File: src/rtl/capture_pkt_sched.sv
// Capture packet scheduler: frames a sample stream into packets with a
// leading idle period and inter-packet gaps, drawing words either from a
// first-word-fall-through buffer or from an internal counter pattern.
module capture_pkt_sched #(
    parameter int DW = 18,
    parameter int CW = 16
) (
    input  logic          clk,
    input  logic          rstn,
    input  logic          sw_rstn,
    input  logic          clk_en,
    input  logic          capture_start,
    input  logic          self_test_mode,
    input  logic [7:0]    pkt_idle_length,
    input  logic [7:0]    pkt_gap,
    input  logic [CW-1:0] pkt_length,
    input  logic [CW-1:0] pkt_num,
    input  logic          buf_empty,
    input  logic [DW-1:0] buf_rdata,
    output logic          buf_rd_en,
    output logic [DW-1:0] adc_data,
    output logic          adc_data_valid,
    output logic          busy,
    output logic          done,
    output logic          underflow
);

    typedef enum logic [2:0] {IDLE, PRE, SEND, GAP, DONE} state_t;

    state_t        state_reg, state_next;

    // Configuration captured on an accepted start and held for the capture
    logic [7:0]    idle_reg, gap_reg;
    logic [CW-1:0] len_reg, num_reg;
    logic          self_test_reg;

    logic [7:0]    wait_cnt_reg;
    logic [CW-1:0] word_cnt_reg, pkt_cnt_reg;
    logic [DW-1:0] pat_cnt_reg;
    logic [DW-1:0] adc_data_reg;
    logic          adc_valid_reg, done_reg, underflow_reg;

    logic          start_ok, word_avail, emit, last_word, last_pkt, wait_last;
    logic [7:0]    wait_lim_m1;
    logic [DW-1:0] src_data;

    assign start_ok    = (state_reg == IDLE) & capture_start & clk_en;
    assign word_avail  = self_test_reg | ~buf_empty;
    assign emit        = (state_reg == SEND) & word_avail & clk_en;
    // Compare against limit-1 so a full-scale length/count never overflows
    assign last_word   = (word_cnt_reg == (len_reg - CW'(1)));
    assign last_pkt    = (pkt_cnt_reg == (num_reg - CW'(1)));
    assign wait_lim_m1 = ((state_reg == PRE) ? idle_reg : gap_reg) - 8'd1;
    assign wait_last   = (wait_cnt_reg == wait_lim_m1);
    assign src_data    = self_test_reg ? pat_cnt_reg : buf_rdata;

    assign buf_rd_en      = (state_reg == SEND) & ~buf_empty & clk_en & ~self_test_reg;
    assign busy           = (state_reg != IDLE);
    assign adc_data       = adc_data_reg;
    assign adc_data_valid = adc_valid_reg;
    assign done           = done_reg;
    assign underflow      = underflow_reg;

    // State register; soft reset wins over the clock enable
    always_ff @(posedge clk or negedge rstn) begin
        if (!rstn) begin
            state_reg <= IDLE;
        end else if (!sw_rstn) begin
            state_reg <= IDLE;
        end else begin
            state_reg <= state_next;
        end
    end

    // Next-state decode; nothing advances while clk_en is low
    always_comb begin
        state_next = state_reg;
        if (clk_en) begin
            case (state_reg)
                IDLE: begin
                    if (capture_start) begin
                        if ((pkt_length == '0) || (pkt_num == '0)) begin
                            state_next = DONE;
                        end else if (pkt_idle_length == 8'd0) begin
                            state_next = SEND;
                        end else begin
                            state_next = PRE;
                        end
                    end
                end
                PRE: begin
                    if (wait_last) state_next = SEND;
                end
                SEND: begin
                    if (emit && last_word) begin
                        if (last_pkt) begin
                            state_next = DONE;
                        end else if (gap_reg == 8'd0) begin
                            state_next = SEND;
                        end else begin
                            state_next = GAP;
                        end
                    end
                end
                GAP: begin
                    if (wait_last) state_next = SEND;
                end
                DONE: begin
                    state_next = IDLE;
                end
                default: begin
                    state_next = IDLE;
                end
            endcase
        end
    end

    // Counters, captured configuration and registered outputs
    always_ff @(posedge clk or negedge rstn) begin
        if (!rstn) begin
            idle_reg      <= '0;
            gap_reg       <= '0;
            len_reg       <= '0;
            num_reg       <= '0;
            self_test_reg <= 1'b0;
            wait_cnt_reg  <= '0;
            word_cnt_reg  <= '0;
            pkt_cnt_reg   <= '0;
            pat_cnt_reg   <= '0;
            adc_data_reg  <= '0;
            adc_valid_reg <= 1'b0;
            done_reg      <= 1'b0;
            underflow_reg <= 1'b0;
        end else if (!sw_rstn) begin
            idle_reg      <= '0;
            gap_reg       <= '0;
            len_reg       <= '0;
            num_reg       <= '0;
            self_test_reg <= 1'b0;
            wait_cnt_reg  <= '0;
            word_cnt_reg  <= '0;
            pkt_cnt_reg   <= '0;
            pat_cnt_reg   <= '0;
            adc_data_reg  <= '0;
            adc_valid_reg <= 1'b0;
            done_reg      <= 1'b0;
            underflow_reg <= 1'b0;
        end else if (clk_en) begin
            if (start_ok) begin
                idle_reg      <= pkt_idle_length;
                gap_reg       <= pkt_gap;
                len_reg       <= pkt_length;
                num_reg       <= pkt_num;
                self_test_reg <= self_test_mode;
                wait_cnt_reg  <= '0;
                word_cnt_reg  <= '0;
                pkt_cnt_reg   <= '0;
                pat_cnt_reg   <= '0;
                underflow_reg <= 1'b0;
            end
            // Idle/gap timer restarts at zero each time it expires
            if ((state_reg == PRE) || (state_reg == GAP)) begin
                wait_cnt_reg <= wait_last ? 8'd0 : (wait_cnt_reg + 8'd1);
            end
            if (emit) begin
                word_cnt_reg <= last_word ? '0 : (word_cnt_reg + CW'(1));
                if (last_word) pkt_cnt_reg <= pkt_cnt_reg + CW'(1);
                if (self_test_reg) pat_cnt_reg <= pat_cnt_reg + DW'(1);
                adc_data_reg <= src_data;
            end
            // A stall in buffer mode holds the word counter and flags underflow
            if ((state_reg == SEND) && !self_test_reg && buf_empty) begin
                underflow_reg <= 1'b1;
            end
            adc_valid_reg <= emit;
            done_reg      <= (state_reg == DONE);
        end
    end

endmodule

File: config.mk
export PLATFORM = sky130hd
export DESIGN_NAME = capture_pkt_sched
export DESIGN_NICKNAME = d
export VERILOG_FILES = /design/src/rtl/capture_pkt_sched.sv
export SDC_FILE = /design/constraint.sdc
export NUM_CORES = 1
export LEC_CHECK = 0
export ABC_AREA = 0
export BUFFER_PORTS_ARGS = -buffer_cell sky130_fd_sc_hd__buf_2
export CORE_ASPECT_RATIO = 0.7
export CORE_UTILIZATION = 60
export CTS_BUF_LIST = sky130_fd_sc_hd__clkbuf_8
export DETAILED_ROUTE_END_ITERATION = 10
export PLACE_DENSITY = 0.84
export SYNTH_ARGS = -nofsm -noshare
export SYNTH_HDL_FRONTEND = slang
export SYNTH_SLANG_ARGS = --single-unit
File: constraint.sdc
create_clock -name clk -period 4.4 [get_ports clk]
set_input_delay 0.22 -clock clk [delete_from_list [all_inputs] [get_ports clk]]
set_output_delay 0.22 -clock clk [all_outputs]
set_load 0.01 [all_outputs]
---- Word level (Yosys, flattened, before mapping) ----
Index checks and enable logic that the tools add are counted.
operators by class
  add/subtract/negate cells ............... 7
  equality and inequality tests ........... 16
  mux-type cells .......................... 58
  bitwise logic cells ..................... 10
  reduce and logical (&&, ||, !) cells .... 19
operators by type and width
  cell                                                 count
  two-way mux 16 bit                                   16
  two-way mux 18 bit                                   9
  two-way mux 8 bit                                    12
  adder 16 x 1 -> 16 bit, second input constant        2
  equality test 16 bit                                 2
  logical NOT 16 bit                                   2
  subtractor 16 x 1 -> 16 bit, second input constant   2
  two-way mux 3 bit                                    7
  adder 18 x 1 -> 18 bit, second input constant        1
  logical NOT 8 bit                                    2
  two-way mux 1 bit                                    12
  AND reduction 2 bit                                  5
  != test 3 x 1 -> 1 bit, second input constant        3
  one-hot mux 3 bit (3 select lines)                   1
  adder 8 x 1 -> 8 bit, second input constant          1
  equality test 8 bit                                  1
  subtractor 8 x 1 -> 8 bit, second input constant     1
  bitwise AND 1 bit                                    7
  equality test 3 x 2 -> 1 bit, second input constant  2
  != test 2 x 1 -> 1 bit, second input constant        3
  != test 3 x 2 -> 1 bit, second input constant        2
  AND reduction 4 bit                                  1
  equality test 3 x 1 -> 1 bit, second input constant  1
  equality test 3 bit, second input constant           1
  other kinds (10)                                     14
word-level totals
  bits in registers ....................... 131
  input bits .............................. 73
  output and inout bits ................... 23
  logic and storage cells ................. 124

---- Logic depth before layout (Yosys ltp) ----
  depth after elaboration ................. 9
  depth in mapped cells ................... 13
  mapped depth without buffers ............ 10

---- Worst setup path before layout ----
Ideal clock, no wire load.
  kind .................................... register to register
  start point ............................. register state_reg[1]
  end point ............................... register state_reg[0]
  library setup time ...................... 0.127 ns
  arrival ................................. 3.188 ns
  required time ........................... 4.273 ns
  slack ................................... 1.085 ns
  stages on the path, launching flop included .. 13
  buffers on the path ..................... 2
  period minus slack after synthesis ...... 3.315 ns
  cell sequence ........................... dfrtp_1 -> or3b_1 -> clkbuf_1 -> buf_2 -> mux2i_1 -> ha_1 -> inv_1 -> nor2_1 -> o311ai_0 -> mux2_2 -> o311ai_1 -> o211a_1 -> mux2_1
on the way
  longest elaborated chain between the ends .. 6
  elaborated cells on any way between the ends .. 18
  those cells by class .................... add/sub: 1; eq/ne: 7; mux: 4; bitwise: 2; reduce/logical: 4
ends and longest elaborated chain
  element                                                                       line        source
  start, declared                                                               30          state_t state_reg, state_next;
  start signal, assigned                                                        71          state_reg <= state_next;
  equality test 3 x 1 -> 1 bit or equality test 3 x 2 -> 1 bit (tied branches)  53, 79, 49
  two-way mux 8 bit or bitwise AND 1 bit (tied branches)                        53, 49
  subtractor 8 x 1 -> 8 bit or bitwise AND 1 bit (tied branches)                53, 49
  equality test 8 bit or logical AND 1 bit (tied branches)                      54, 95
  != test 3 x 2 -> 1 bit (no line)                                              --
  AND reduction 4 bit (no line)                                                 --
Several ways; a longest one is shown, not always the timed one. The select of a mux whose other input is x is not followed.
A chain may end at the register's enable or synchronous reset.

---- Worst setup path after layout ----
  start point ............................. register len_reg[0]
  end point ............................... register state_reg[0]
on the way
  longest elaborated chain between the ends .. 5
ends and longest elaborated chain
  element                           line  source
  start, declared                   34    logic [CW-1:0] len_reg, num_reg;
  start signal, assigned            152   len_reg <= pkt_length;
  subtractor 16 x 1 -> 16 bit       51    assign last_word = (word_cnt_reg == (len_reg - CW'(1)));
  equality test 16 bit              51
  logical AND 1 bit                 95    if (emit && last_word) begin
  != test 3 x 2 -> 1 bit (no line)  --
  AND reduction 4 bit (no line)     --
No other way between the ends.

==> summary.txt <==
Power
  • Peak VDD IR: 0.2332 mV
  • Power per cell area: 360.9 nW/um^2
  • Total Power: 0.003299 W
  • Leakage power: 4.197 nW

STA
  • Max-slew headroom: 29.74%
  • Hold Vio Cnt, Final: 0
  • Setup TNS: 0 ns
  • Tcrit/Tclk final: 80.04%
  • Min Clock Period, post-route: 3.522 ns
  • Setup repair after global routing missed its margin: no
  • Endpoints failing setup: 0
  • Min Hold Slack: 0.01253 ns
  • Post-Route Skew: 0.01441 ns
  • Worst setup margin: 0.8783 ns
  • Slew Limit Fails: 0
  • FMAX: 284.0 MHz
  • Slew @ Worst Pin: 1.054 ns

Synth
  • Syn nets: 1009
  • Top cell type's share of synthesized area: 41.00%
  • Area contributors post-synth: dfrtp_1 (41%), nand2_1 (7.4%), a21boi_0 (4.7%)
  • Cell variety after synth: 74
  • Main synth FF type: dfrtp_1
  • Synth area leader: dfrtp_1
  • EDFF count, synth: 0
  • Sequential fraction of the synthesis area: 41.00%
  • Post-synthesis cell count: 929
  • Avg Inst Size Synth: 8.606 um^2
  • Yosys reg bits: 131
  • Cell Area, Synth: 7995 um^2
  • Yosys Warn Count: 0
  • Async S/R FF share, synth: 100.0%

Floorplanning
  • IO Pins: 96
  • Initial Util: 62.86%
  • Die Y-Extent: 98.58 um
  • Core Area: 12720 um^2
  • Site Rows: 34
  • DIE WIDTH: 140.0 um
  • Die Area: 13800 um^2

CTS
  • CTS resizes: 0
  • Worst-path clk slew: 0.09 ns
  • Clk Latency, worst-skew pair: 0.46 ns
  • Setup Buffers After CTS: 0
  • CTS tree: built
  • Number of clock sinks: 131
  • # H-tree levels: 4
  • CTS Buf Count: 17
  • Hold buffer count at cts: 24
  • Clock root buffer: clkbuf_8
  • Clock tree buffer depth: 2

Cells and area
  • Final net count: 1099
  • Area Overhead vs Synth: 14.33%
  • Fillers: 953
  • Layout cell share with drive strength beyond 1: 14.53%
  • # diodes: 0

GRT
  • Pin count of the biggest net entering global routing: 97
  • Initial antenna violation count: 0
  • Number of global-route vias before repair: 6837
  • Grt total ovfl: 0
  • Global-route wire length before repair: 33840 um
  • Total track usage: 30.60%

Place
  • Port Buffer Count: 95
  • DP Worst Slack: 0.9704 ns
  • GP Congestion: 0.8868
  • HPWL after DPL: 13300 um

Run status
  • Status: finished, final reports clean

Worst setup path
  • Crit path DAT: 3.85 ns
  • Crit end category: flip-flop
  • CP required: 4.73 ns
  • CP Launch Type: flip-flop
  • Critical path class: flip-flop to flip-flop
  • CP max FO: 9

Detailed routing
  • DR WL met2: 8774 um
  • Max Used Layer: met4
  • DRC Markers: 0
  • WL final: 19970 um
  • Vias per cell: 6.164
  • DR iter-0 viols: 855
  • Metal3 WL: 1383 um
  • M1 WL: 9497 um
  • Via Count: 7360
  • Wirelength per Cell: 16.72 um
  • Post-route ant nets: 0
  • DR pass1 iterations: 6

Min path
  • Hold Path Class: primary input to flip-flop

Job
  • Max_cap viols: 0
path summary, 6_finish.rpt:
kind / startpoint / cells after the start / slack [ns] / endpoint
min: pkt_gap[4] / 3 / 0.01 / gap_reg[4]
min in group asynchronous: rstn / 2 / 0.42 / len_reg[7]
max reg2reg: len_reg[0] / 9 / 0.88 / state_reg[0]
min reg2reg: adc_data[14] / 2 / 0.51 / adc_data[14]
max in group asynchronous: rstn / 3 / 2.94 / state_reg[0]
max: len_reg[0] / 9 / 0.88 / state_reg[0]
cell type report:
type,count,area [um^2],share of cell area [%]
clock buffers,18,247.7,2.710
clock inverters,14,133.9,1.465
inverters,39,146.4,1.601
multi-input cells,705,4365,47.76
flip-flops and latches,131,3278,35.86
well taps,162,202.7,2.217
repair buffers,125,767.0,8.390
metrics by stage:
stage,instance area (um^2),instances,util [%]
floorplan,7995,929,-
global placement,8519,1138,66.98
detailed placement,8519,1138,66.98
CTS,9141,1194,71.87
global route,9141,1194,71.87
finish,9141,1194,71.87
synth_stat cells, drive strengths merged (3+ instances only):
cell type	instances
buf	7
and2	7
o21a	6
nand2	157
or3	13
a31oi	19
nor4	17
inv	39
a21oi	25
mux2i	12
nor3	26
nand2b	14
ha	7
xnor2	31
o211ai	4
o22ai	4
o211a	5
nor2	56
o31ai	5
nand4	14
nor2b	14
a21boi	53
a222oi	18
nor3b	4
o32ai	3
o311ai	5
nand3b	4
nand3	27
clkbuf	47
o2bb2ai	4
or4	6
a32oi	3
xor2	31
dfrtp	131
and3	20
o21ai	56
cells by family after synthesis:
kind of cell	share of synthesized area [%]
AND/OR/NAND/NOR	24.29
buffers and inverters	4.476
adder cells (fa/ha/maj)	1.095
multiplexers	1.784
AO/OA/AOI/OAI	20.56
XOR/XNOR	6.792
flip-flops	41.00
cells in the final DEF, fill, tap and decap left out, types with 11 or more instances in the layout:
cell type / netlist / routed
a31oi_1: 19 / 19
nand2_1: 157 / 157
and3_1: 20 / 19
o21ai_1: 19 / 19
nand3_1: 27 / 26
nor2b_1: 14 / 14
clkbuf_8: 0 / 18
mux2i_1: 12 / 12
a222oi_1: 18 / 18
a21boi_0: 50 / 50
dfrtp_1: 131 / 131
buf_2: 4 / 94
nor3_1: 25 / 25
nor4_1: 15 / 15
or3_1: 11 / 11
a21oi_1: 25 / 25
xnor2_1: 31 / 31
o21ai_0: 37 / 37
nand2b_1: 14 / 14
dlygate4sd3_1: 0 / 24
nor2_1: 53 / 53
nand4_1: 14 / 14
inv_1: 39 / 39
xor2_1: 31 / 31
report_power, final:
group	switching (W)	leakage (nW)	internal [W]
Clock	0.000564	0.187	0.000432
Combinational	0.000555	2.20	0.000381
Sequential	0.0000969	1.81	0.00127
Total	0.00122	4.20	0.00208
metal layers:
layer | vias to the layer above | track usage (%)
met1 | 3522 | 45.86
met5 | - | 0
met3 | 30 | 6.851
met2 | 292 | 44.08
li1 | 3516 | -
met4 | 0 | 9.298
worst max-delay path, stage by stage, from the launching register on:
cell	delay [ns]
dfrtp_1	0.43
inv_1	0.07
ha_1	0.21
or4b_1	0.58
o311ai_0	0.58
o2111ai_1	0.24
or3_1	0.53
nor2_1	0.24
o211a_1	0.20
mux2_1	0.32
No activity file was read; power rests on OpenSTA's default activity.
